`config.mk`:
```
export PLATFORM = sky130hd
export DESIGN_NAME = alu_arbiter
export DESIGN_NICKNAME = d
export VERILOG_FILES = /design/src/rtl/alu_arbiter.sv
export SDC_FILE = /design/constraint.sdc
export NUM_CORES = 1
export LEC_CHECK = 0
export CAP_MARGIN = 20
export CORE_MARGIN = 1.5
export CORE_UTILIZATION = 30
export DETAILED_ROUTE_END_ITERATION = 12
export PLACE_DENSITY = 0.67
export SYNTH_ARGS = -nofsm -noshare
export SYNTH_HDL_FRONTEND = slang
export SYNTH_SLANG_ARGS = --single-unit
```
`constraint.sdc`:
```
create_clock -name clk -period 3.2 [get_ports clk]
set_input_delay 0.48 -clock clk [delete_from_list [all_inputs] [get_ports clk]]
set_output_delay 0.48 -clock clk [all_outputs]
set_load 0.05 [all_outputs]
```
`src/rtl/alu_arbiter.sv`:
```
// alu_arbiter: two-requester sequencer/arbiter for a shared 3-bit arithmetic unit.
// ALU_ARB_FAIR_EN selects round-robin arbitration; default is fixed priority to req0.
module alu_arbiter #(
    parameter int W  = 3,
    parameter int RW = 2 * W
) (
    input  logic          clk,
    input  logic          rst_n,
    input  logic          req0_valid,
    output logic          req0_ready,
    input  logic [2:0]    req0_op,
    input  logic [W-1:0]  req0_a,
    input  logic [W-1:0]  req0_b,
    input  logic          req1_valid,
    output logic          req1_ready,
    input  logic [2:0]    req1_op,
    input  logic [W-1:0]  req1_a,
    input  logic [W-1:0]  req1_b,
    output logic [2:0]    alu_op,
    output logic [W-1:0]  alu_a,
    output logic [W-1:0]  alu_b,
    input  logic [RW-1:0] alu_y,
    output logic          rsp_valid,
    input  logic          rsp_ready,
    output logic          rsp_id,
    output logic [RW-1:0] rsp_data,
    output logic          rsp_err
);

    typedef enum logic [1:0] {
        IDLE,
        ISSUE,
        RESP
    } state_t;

    state_t state, state_nxt;
    logic   grant0, grant1, accept, op_err;

`ifdef ALU_ARB_FAIR_EN
    logic last_id;

    // last_id == 1 means req1 went last, so req0 takes a tie
    assign grant0 = req0_valid & (~req1_valid | last_id);

    always_ff @(posedge clk or negedge rst_n) begin
        if (!rst_n) begin
            last_id <= 1'b1;
        end else if (accept) begin
            last_id <= grant1;
        end
    end
`else
    assign grant0 = req0_valid;
`endif

    assign grant1     = req1_valid & ~grant0;
    assign accept     = (state == IDLE) & (grant0 | grant1);
    assign req0_ready = rst_n & (state == IDLE) & grant0;
    assign req1_ready = rst_n & (state == IDLE) & grant1;
    assign rsp_valid  = (state == RESP);

    assign op_err = (alu_op >= 3'd5)
                  | (((alu_op == 3'd3) | (alu_op == 3'd4)) & (alu_b == '0));

    always_ff @(posedge clk or negedge rst_n) begin
        if (!rst_n) begin
            state <= IDLE;
        end else begin
            state <= state_nxt;
        end
    end

    always_comb begin
        state_nxt = state;
        case (state)
            IDLE:    if (accept) state_nxt = ISSUE;
            ISSUE:   state_nxt = RESP;
            RESP:    if (rsp_ready) state_nxt = IDLE;
            default: state_nxt = IDLE;
        endcase
    end

    always_ff @(posedge clk or negedge rst_n) begin
        if (!rst_n) begin
            alu_op   <= '0;
            alu_a    <= '0;
            alu_b    <= '0;
            rsp_id   <= 1'b0;
            rsp_data <= '0;
            rsp_err  <= 1'b0;
        end else if (accept) begin
            alu_op <= grant1 ? req1_op : req0_op;
            alu_a  <= grant1 ? req1_a : req0_a;
            alu_b  <= grant1 ? req1_b : req0_b;
            rsp_id <= grant1;
        end else if (state == ISSUE) begin
            rsp_data <= op_err ? '0 : alu_y;
            rsp_err  <= op_err;
        end
    end

endmodule

```
==> results.rst, run 1 <==
.. list-table::
   :header-rows: 1

   * - Metric
     - Value
   * - Cell family contributing the most delay on the critical path
     - buffers and inverters
   * - Slew Limit Headroom
     - 0.6604
   * - CTS H-tree depth
     - 1
   * - Clock transition at path regs
     - roughly 0.10 ns
   * - Crit Reg-Reg Startpoint
     - state[0]
   * - Number of endpoints with negative hold slack in the final report
     - 0
   * - Met1 track demand over resource
     - 0.1431
   * - Peak supply drop
     - approximately 480 uV
   * - Synthesized cell area
     - roughly 940 sq um
   * - Synthesized netlist cell count
     - 63
   * - Detailed-route wire length per cell
     - 13.20 um
   * - Power density normalized to cell area
     - between 1000 and 1500 nW/um^2
   * - First-pass GRT wire length
     - slightly above 3 mm
   * - First-pass detailed-route iteration total
     - 2
   * - Type of element launching the critical path
     - input port
   * - Minimum clock period
     - 2.210 ns
   * - Sequential share of the synthesized area
     - 0.5073
   * - Total of max-cap violations
     - 0
   * - Fin cells
     - roughly 150
   * - Met3 Use GR
     - 0.03516
   * - Distinct cells, synth
     - 19
   * - Biggest area consumer among synthesized cells
     - sky130_fd_sc_hd__dfrtp_1
   * - Cell with the largest stage delay on the worst path
     - sky130_fd_sc_hd__clkdlybuf4s50_1
   * - Required time of the worst setup path
     - 2.72 ns
   * - Height of the die
     - about 59 um
   * - Critical path peak fanout
     - 10
   * - Via-to-Cell Ratio
     - approximately 4.7
   * - Total length of routed wires
     - roughly 1.9 mm
   * - Synthesized area per cell
     - around 15 sq um
   * - Cells resized by post-CTS repair
     - 0
   * - Post-synthesis to final-layout area growth
     - 59.01%
   * - RSZ-0062 raised after global routing
     - no
   * - Antenna Cells
     - 0
   * - Boundary Pins
     - about 50
   * - Clock root cell
     - sky130_fd_sc_hd__clkbuf_4
   * - Slew at the pin closest to its max-slew limit
     - about 0.51 ns
   * - Chain of cells forming the critical path
     - clkdlybuf4s50_1, nor2b_2, buf_4, and3_2, buf_12
   * - Arrival @ worst endpoint
     - 1.73 ns
   * - Worst reg2reg endpoint
     - alu_a[1]
   * - Largest cells by area after synthesis
     - sky130_fd_sc_hd__dfrtp_1 (51%), sky130_fd_sc_hd__mux2_4 (29%), sky130_fd_sc_hd__a22o_1 (5.6%), sky130_fd_sc_hd__a21oi_1 (1.6%), sky130_fd_sc_hd__buf_8 (1.6%)
   * - Total CTS buffers
     - 3
   * - CTS tree
     - done
   * - Reg2Reg Setup Slack
     - between 1.5 and 2 ns
   * - Total power of the final layout
     - between 1.5 and 2 mW
   * - Worst Skew
     - approximately 0.0049 ns
   * - Tightest Hold Check Type
     - flop to flop
   * - Number of buffers between clock root and the deepest sink
     - 2
   * - Fraction of the core area covered by cells at the end of the flow
     - 0.4963
   * - Overall track demand over capacity in global routing
     - 0.1209
   * - CP bufs+invs
     - 3
   * - Max Fclk
     - roughly 450 MHz
   * - Proportion of layout cells with a drive suffix above 1
     - 0.2632
   * - Outcome
     - completed
   * - Worst hold start
     - rsp_data[0]
   * - Final Slew Violations
     - 0
   * - Postcts setup bufs
     - 0
   * - Port-buffer cells
     - 48
   * - Chip Width
     - between 50 and 60 um
   * - Clock insertion delay at the later pin of the skew report
     - approximately 0.29 ns
   * - Delay of the slowest cell on the worst path
     - roughly 0.5 ns
   * - Met2 global-route usage
     - 0.2048
   * - Part of the cycle the worst path needs
     - 0.6907
   * - Number of synthesized register bits
     - 19
   * - Critical path start-end classification
     - input port to output port
   * - Sinks on the clock net
     - 19
   * - Starting Density
     - 0.3121
   * - Die Outline Area
     - about 3500 sq um
   * - Drt first-iter violations
     - 26
   * - Area of the core
     - about 3000 sq um
   * - Detailed-route DRC error count
     - 0
   * - Crit path capture type
     - output port
   * - Hold path endpoint
     - rsp_data[0]
   * - Share of the synthesized area in the top cell type
     - 0.5073
   * - Length in cells of the worst reg-to-reg path
     - 3
   * - HPWL reported at the end of detailed placement
     - 1.509 mm
   * - Vias
     - slightly below 700
   * - Final setup fails
     - 0
   * - Via count of the first global-routing pass
     - around 730
   * - Total number of nets in the final design
     - between 100 and 150
   * - Sum of negative setup slack
     - 0 ns
   * - Count of yosys warnings during synthesis
     - 0
   * - Hold Path Cell Cnt
     - 1
   * - Number of antenna-violating nets in the routed design
     - 0
   * - Total grt overflow
     - 0
   * - Static power due to leakage
     - 0.6664 nW
   * - Maximum number of pins on one net before global-route repair
     - 20
   * - Most heavily used metal layer in global routing
     - met2
   * - Antenna violations before repair
     - 0
   * - Net Count, Synth
     - between 90 and 100
   * - CTS hold repair buffers
     - 0
   * - Placed cell count
     - approximately 140
   * - Routability-driven placement congestion ratio
     - about 0.7
   * - Number of rows in the core area
     - 20
-- metrics by stage --
stage	cell area [sq um]	hold WS, ns	worst slack, ns
final	1490	0.5182	0.9898
after global routing	1490	0.5372	0.9523
after CTS	1490	0.5213	0.9813
after detailed placement	1463	0.4917	0.9841
after global placement	1463	0.4868	1.035
after floorplan	937.1	0.1844	1.607
-- worst max path at each step --
stage          startpoint    endpoint  cells past startpoint
3_3_place_gp   req1_valid  req1_ready                      5
6_report       req1_valid  req1_ready                      5
5_1_grt        req1_valid  req1_ready                      5
3_5_place_dp   req1_valid  req1_ready                      5
2_1_floorplan  req1_valid  req1_ready                      3
4_1_cts        req1_valid  req1_ready                      5
-- Yosys cell counts (all sizes together) --
cell type and number:
nor2 1, dfrtp 19, nor2b 1, inv 2, o21ai 1, and3 2, a211oi 1, nor3 1
nand2b 2, mux2 18, a22o 6, buf 3, a21oi 3, o21a 2, a21o 1
-- state kept, by name, summed over array words and instances (netlist names) --
| name | flops |
|---|---|
| alu_b | 3 |
| alu_op | 3 |
| rsp_id | 1 |
| alu_a | 3 |
| rsp_data | 6 |
| state | 2 |
| rsp_err | 1 |
-- report_power, final --
group	leakage [nW]	switching, mW	internal [mW]
registers	0.231	0.0793	0.354
logic	0.418	0.568	0.408
clock network	0.0177	0.0720	0.0465
total	0.666	0.719	0.809
-- cells by family (layout without fill, tap and decap cells) --
family                 after synthesis  count (layout)  synth area share
DFF                                 19              19            0.5073
muxes                               18              18            0.2884
buffers and inverters                5              56           0.04138
and+or+nand+nor                      7               7           0.04673
AOI/OAI and AO/OA                   14              14            0.1162
-- placed cells by master, fill, tap and decap left out, drive strengths merged, types with 2 or more instances in the layout --
| cell | Yosys | layout |
|---|---|---|
| mux2 | 18 | 18 |
| a22o | 6 | 6 |
| dfrtp | 19 | 19 |
| inv | 2 | 2 |
| a21oi | 3 | 3 |
| and3 | 2 | 2 |
| nand2b | 2 | 2 |
| buf | 3 | 4 |
| clkdlybuf4s50 | 0 | 46 |
| clkbuf | 0 | 3 |
| o21a | 2 | 2 |
-- layer usage --
| layer | share of wire | wire (um) |
|---|---|---|
| met5 | 0 | 0 |
| met4 | 0 | 0 |
| met3 | 0.081 | 157 |
| met2 | 0.49 | 943 |
| met1 | 0.43 | 840 |
-- layout make-up --
cell class                      instances  area (sq um)
Clock buffer                            3         22.52
Clock inverter                          1         5.005
Inverter                                2         7.507
Tap cell                               33         41.29
Fill cell                             279          1513
Multi-Input combinational cell         39         422.9
Timing Repair Buffer                   50         515.5
Sequential cell                        19         475.5
(Power assumes the default switching activity.)
==> inputs of run 2 (changes only) <==
clock period = 2.3 ns   (was 3.2 ns; I/O delays follow)
==> results.rst, run 2 (synthesis results as in run 1) <==
.. list-table::
   :header-rows: 1

   * - Metric
     - Value
   * - Outcome
     - completed
   * - Via-to-Cell Ratio
     - roughly 4.7
   * - Fraction of the core area covered by cells at the end of the flow
     - 0.4958
   * - Cells resized by post-CTS repair
     - 0
   * - Sinks on the clock net
     - 19
   * - Peak supply drop
     - between 500 and 600 uV
   * - First-pass detailed-route iteration total
     - 4
   * - Detailed-route wire length per cell
     - 13.02 um
   * - Chip Width
     - approximately 60 um
   * - Drt first-iter violations
     - 15
   * - Total grt overflow
     - 0
   * - Slew Limit Headroom
     - 0.6613
   * - Commonest non-fill, non-tap cell in the layout
     - sky130_fd_sc_hd__clkdlybuf4s50_1
   * - Maximum number of pins on one net before global-route repair
     - 18
   * - Highest-count cells in the layout ignoring fill and taps
     - sky130_fd_sc_hd__clkdlybuf4s50_1 (46), sky130_fd_sc_hd__dfrtp_1 (19), sky130_fd_sc_hd__mux2_4 (18)
   * - Most flops, register
     - rsp_data
   * - Pint
     - around 1.1 mW
   * - Arrival @ worst endpoint
     - 1.69 ns
   * - Placed cell count
     - approximately 140
   * - Height of the die
     - roughly 60 um
   * - Overall track demand over capacity in global routing
     - 0.1178
   * - Clock insertion delay at the later pin of the skew report
     - about 0.29 ns
   * - Number of endpoints with negative hold slack in the final report
     - 0
   * - Fin cells
     - between 100 and 150
   * - Antenna violations before repair
     - 0
   * - Postcts setup bufs
     - 0
   * - CTS tree
     - done
   * - Sw Share
     - 0.4693
   * - Required time of the worst setup path
     - around 2 ns
   * - Total power of the final layout
     - roughly 2.1 mW
   * - Max Fclk
     - just under 500 MHz
   * - Proportion of layout cells with a drive suffix above 1
     - 0.2544
   * - Final Slew Violations
     - 0
   * - Detailed-route DRC error count
     - 0
   * - Power density normalized to cell area
     - roughly 1400 nW/um^2
   * - Worst Skew
     - about 0.00099 ns
   * - Antenna Cells
     - 0
   * - RSZ-0062 raised after global routing
     - no
   * - Power share of the combinational group
     - 0.638
   * - Clock transition at path regs
     - 0.10 ns
   * - Starting Density
     - 0.3121
   * - Clock root cell
     - sky130_fd_sc_hd__clkbuf_4
   * - First-pass GRT wire length
     - about 3 mm
   * - Total CTS buffers
     - 3
   * - Total length of routed wires
     - between 1.5 and 2 mm
   * - Port-buffer cells
     - 48
   * - Worst reg2reg endpoint
     - alu_op[0]
   * - Final setup fails
     - 0
   * - Crit Reg-Reg Startpoint
     - state[0]
   * - Power dissipated by switching net loads
     - about 1 mW
   * - Sum of negative setup slack
     - 0 ns
   * - Total number of nets in the final design
     - around 140
   * - Sequential share of power
     - 0.285
   * - CTS hold repair buffers
     - 0
   * - Static power due to leakage
     - roughly 0.66 nW
   * - Number of flip-flops under the largest register name
     - 6
   * - Via count of the first global-routing pass
     - roughly 670
   * - Crit path capture type
     - output port
   * - HPWL reported at the end of detailed placement
     - 1.474 mm
   * - Critical path capture point
     - rsp_valid
   * - Number of buffers between clock root and the deepest sink
     - 2
   * - Die Outline Area
     - approximately 3500 sq um
   * - Area of the core
     - 3003 sq um
   * - Slew at the pin closest to its max-slew limit
     - 0.5064 ns
   * - Reg2Reg Setup Slack
     - 0.81 ns
   * - Routability-driven placement congestion ratio
     - 0.6803
   * - Minimum clock period
     - a little over 2 ns
   * - Worst setup startpoint
     - state[0]
   * - Part of the cycle the worst path needs
     - 0.8831
   * - CTS H-tree depth
     - 1
   * - Number of rows in the core area
     - 20
   * - Tightest Hold Check Type
     - input port to async pin
   * - Boundary Pins
     - just under 50
   * - Clock network fraction of total power
     - 0.078
   * - Critical path start-end classification
     - flop to output port
   * - Length in cells of the worst reg-to-reg path
     - 3
   * - Critical path peak fanout
     - 3
   * - Vias
     - roughly 700
   * - Number of antenna-violating nets in the routed design
     - 0
   * - Post-synthesis to final-layout area growth
     - 58.88%
   * - Total of max-cap violations
     - 0
   * - Type of element launching the critical path
     - flop
## run 2: cell count changes in the layout (fill, tap and decap cells not counted), sizes merged
cell	delta
clkbuf	+1
clkinv	-1
## run 2: worst max-delay path, cell delays in order, from the launching register on
cell	delay, ns
sky130_fd_sc_hd__dfrtp_1	0.40
sky130_fd_sc_hd__nand2b_1	0.15
sky130_fd_sc_hd__inv_1	0.05
sky130_fd_sc_hd__clkdlybuf4s50_1	0.80
## run 2: area by class of cell
class | count | area, sq um
timing repair buffer | 50 | 515.5
inverter | 2 | 7.507
tap | 33 | 41.29
fill | 273 | 1514
clock buffer | 4 | 26.28
multi-input combinational | 39 | 422.9
sequential | 19 | 475.5
## run 2: layer usage
layer / share of wire / wire [um] / up-vias / GRT usage
met1: 0.46 / 876 / 325 / 0.1562
met3: 0.090 / 173 / 2 / 0.03956
met2: 0.45 / 854 / 38 / 0.1810
met5: 0 / 0 / - / 0
met4: 0.0052 / 10 / 0 / 0.03896
li1: - / - / 332 / -
## run 2: power by group through the flow
stage / Sequential [mW] / Combinational [mW] / Clock (mW)
floorplan: 1.08 / 0.476 / 0
global placement: 0.606 / 1.35 / 0
detailed placement: 0.611 / 1.36 / 0
CTS: 0.607 / 1.37 / 0.172
global route: 0.629 / 1.42 / 0.189
finish: 0.604 / 1.36 / 0.165
## run 2: how the worst min path moves through the flow
| stage | from | end | slack, ns | cells after the start |
|---|---|---|---|---|
| finish | rst_n | alu_a[0] | 0.24 | 1 |
| global route | rst_n | alu_a[1] | 0.23 | 1 |
| CTS | rst_n | alu_a[0] | 0.23 | 1 |
| detailed placement | rsp_data[4] | rsp_data[4] | 0.49 | 1 |
| global placement | rsp_data[4] | rsp_data[4] | 0.49 | 1 |
| floorplan | rst_n | alu_a[0] | 0.05 | 0 |
## run 2: through the flow
| step | instance area [sq um] | worst slack [ns] | hold slack (ns) |
|---|---|---|---|
| finish | 1489 | 0.2690 | 0.2412 |
| global route | 1489 | 0.1870 | 0.2315 |
| CTS | 1489 | 0.2499 | 0.2324 |
| detailed placement | 1463 | 0.3920 | 0.4899 |
| global placement | 1463 | 0.4011 | 0.4868 |
| floorplan | 937.1 | 0.8873 | 0.04941 |
==> inputs of run 3 (changes only) <==
--- a/config.mk
+++ b/config.mk
@@ -10,3 +10,5 @@
 export CORE_UTILIZATION = 30
+export CTS_CLUSTER_DIAMETER = 60
 export DETAILED_ROUTE_END_ITERATION = 12
+export GPL_TIMING_DRIVEN = 0
 export PLACE_DENSITY = 0.67
--- a/constraint.sdc
+++ b/constraint.sdc
@@ -3,2 +3,2 @@
 set_output_delay 0.345 -clock clk [all_outputs]
-set_load 0.05 [all_outputs]
+set_load 0.005 [all_outputs]
==> results.rst, run 3 (synthesis results as in run 1) <==
.. list-table::
   :header-rows: 1

   * - Metric
     - Value
   * - Outcome
     - completed
   * - Port-buffer cells
     - between 40 and 50
   * - Number of endpoints with negative hold slack in the final report
     - 0
   * - Sequential share of power
     - 0.372
   * - Antenna Cells
     - 0
   * - Clock root cell
     - sky130_fd_sc_hd__clkbuf_4
   * - Total of max-cap violations
     - 0
   * - Chip Width
     - approximately 59 um
   * - Final Slew Violations
     - 0
   * - Fill cell total of the finished layout
     - around 280
   * - Number of flip-flops under the largest register name
     - 6
   * - Number of buffers between clock root and the deepest sink
     - 2
   * - Slew at the pin closest to its max-slew limit
     - 0.5056 ns
   * - Worst Skew
     - 0.007003 ns
   * - Number of antenna-violating nets in the routed design
     - 0
   * - Postcts setup bufs
     - 0
   * - Sw Share
     - 0.2917
   * - Commonest non-fill, non-tap cell in the layout
     - sky130_fd_sc_hd__clkdlybuf4s50_1
   * - Critical path start-end classification
     - input port to output port
   * - Crit path capture type
     - output port
   * - Height of the die
     - between 50 and 60 um
   * - Max Fclk
     - 447.4 MHz
   * - Power share of the combinational group
     - 0.526
   * - Minimum clock period
     - around 2.2 ns
   * - Detailed-route DRC error count
     - 0
   * - Maximum number of pins on one net before global-route repair
     - 22
   * - Tightest Hold Check Type
     - input port to async pin
   * - Arrival @ worst endpoint
     - about 1.9 ns
   * - Drt first-iter violations
     - 13
   * - Total grt overflow
     - 0
   * - Total power of the final layout
     - around 1.6 mW
   * - Clock insertion delay at the later pin of the skew report
     - ~0.29 ns
   * - Via count of the first global-routing pass
     - 730
   * - Slew Limit Headroom
     - 0.6629
   * - Final setup fails
     - 0
   * - Clock transition at path regs
     - about 0.1 ns
   * - Overall track demand over capacity in global routing
     - 0.1244
   * - Critical path peak fanout
     - 10
   * - Boundary Pins
     - just under 50
   * - Number of rows in the core area
     - 20
   * - Total CTS buffers
     - 3
   * - Routability-driven placement congestion ratio
     - 0.6900
   * - Static power due to leakage
     - 0.6614 nW
   * - Type of element launching the critical path
     - input port
   * - First-pass GRT wire length
     - about 3.2 mm
   * - CTS H-tree depth
     - 1
   * - RSZ-0062 raised after global routing
     - no
   * - Via-to-Cell Ratio
     - roughly 4.7
   * - Power dissipated by switching net loads
     - around 0.47 mW
   * - First-pass detailed-route iteration total
     - 2
   * - Peak supply drop
     - 447.6 uV
   * - HPWL reported at the end of detailed placement
     - 1.465 mm
   * - Area of the core
     - 3003 sq um
   * - CTS tree
     - done
   * - Part of the cycle the worst path needs
     - 0.9718
   * - Fraction of the core area covered by cells at the end of the flow
     - 0.4950
   * - Most flops, register
     - rsp_data
   * - Required time of the worst setup path
     - 1.96 ns
   * - Die Outline Area
     - 3468 sq um
   * - Starting Density
     - 0.3121
   * - Power density normalized to cell area
     - about 1100 nW/um^2
   * - Vias
     - 700
   * - Proportion of layout cells with a drive suffix above 1
     - 0.2522
   * - Pint
     - 1.143 mW
   * - Antenna violations before repair
     - 0
   * - Sinks on the clock net
     - 19
   * - Post-synthesis to final-layout area growth
     - 58.61%
   * - Detailed-route wire length per cell
     - between 10 and 15 um
   * - Clock network fraction of total power
     - 0.101
   * - Total number of nets in the final design
     - between 100 and 150
   * - Total length of routed wires
     - 1.963 mm
   * - Highest-count cells in the layout ignoring fill and taps
     - sky130_fd_sc_hd__clkdlybuf4s50_1 (47), sky130_fd_sc_hd__dfrtp_1 (19), sky130_fd_sc_hd__mux2_4 (18)
-- run 3: routing by layer --
metal / routed length (um) / track usage / share of wire
met1: 820 / 0.1524 / 0.42
met2: 936 / 0.2063 / 0.48
met3: 175 / 0.02857 / 0.089
met4: 30 / 0.05844 / 0.015
met5: 0 / 0 / 0
-- run 3: cell type report --
type,instances,area [sq um],share of cell area
buffer,3,31.28,0.02104
clock buffer,4,26.28,0.01768
inverter,2,7.507,0.005050
multi-input combinational,39,422.9,0.2845
sequential,19,475.5,0.3199
tap,33,41.29,0.02778
timing repair buffer,48,481.7,0.3241
-- run 3: timing repair --
| item | 4_1_cts | 5_1_grt |
|---|---|---|
| hold buffers | 0 | 0 |
| setup endpoints to repair | 2 | 0 |
| gates resized for setup | 3 | 0 |
-- run 3: worst paths after layout --
check	startpoint	endpoint	slack, ns	cells past startpoint
max	req1_valid	req1_ready	0.06	5
min	rst_n	rsp_data[1]	0.09	1
max reg2reg	state[0]	alu_op[2]	0.88	4
min reg2reg	rsp_data[0]	rsp_data[0]	0.51	1
max in group asynchronous	rst_n	alu_op[0]	1.86	1
min in group clk	rsp_data[0]	rsp_data[0]	0.51	1
-- run 3: power by group through the flow --
stage / clock network, mW / logic [mW] / registers (mW)
after floorplan: 0 / 0.432 / 0.606
after global placement: 0 / 0.847 / 0.602
after detailed placement: 0 / 0.858 / 0.608
after CTS: 0.175 / 0.862 / 0.604
after global routing: 0.182 / 0.922 / 0.625
final: 0.164 / 0.849 / 0.601
-- run 3: worst max-delay path, stage by stage --
cell and delay [ns]:
sky130_fd_sc_hd__clkdlybuf4s50_1 0.51, sky130_fd_sc_hd__nor2b_2 0.17, sky130_fd_sc_hd__buf_6 0.18, sky130_fd_sc_hd__and3_2 0.19
sky130_fd_sc_hd__clkdlybuf4s50_1 0.49
-- run 3: through the flow --
| step | std cells | setup TNS (ns) | hold slack [ns] | setup WS, ns | instance area, sq um |
|---|---|---|---|---|---|
| floorplan | 63 | 0 | 0.04941 | 1.007 | 937.1 |
| global placement | 144 | -0.5494 | 0.4866 | -0.3039 | 1459 |
| detailed placement | 144 | -0.5831 | 0.4899 | -0.3200 | 1459 |
| CTS | 148 | 0 | 0.09617 | 0.04787 | 1486 |
| global route | 148 | 0 | 0.1237 | 0.01675 | 1486 |
| finish | 148 | 0 | 0.09044 | 0.06489 | 1486 |
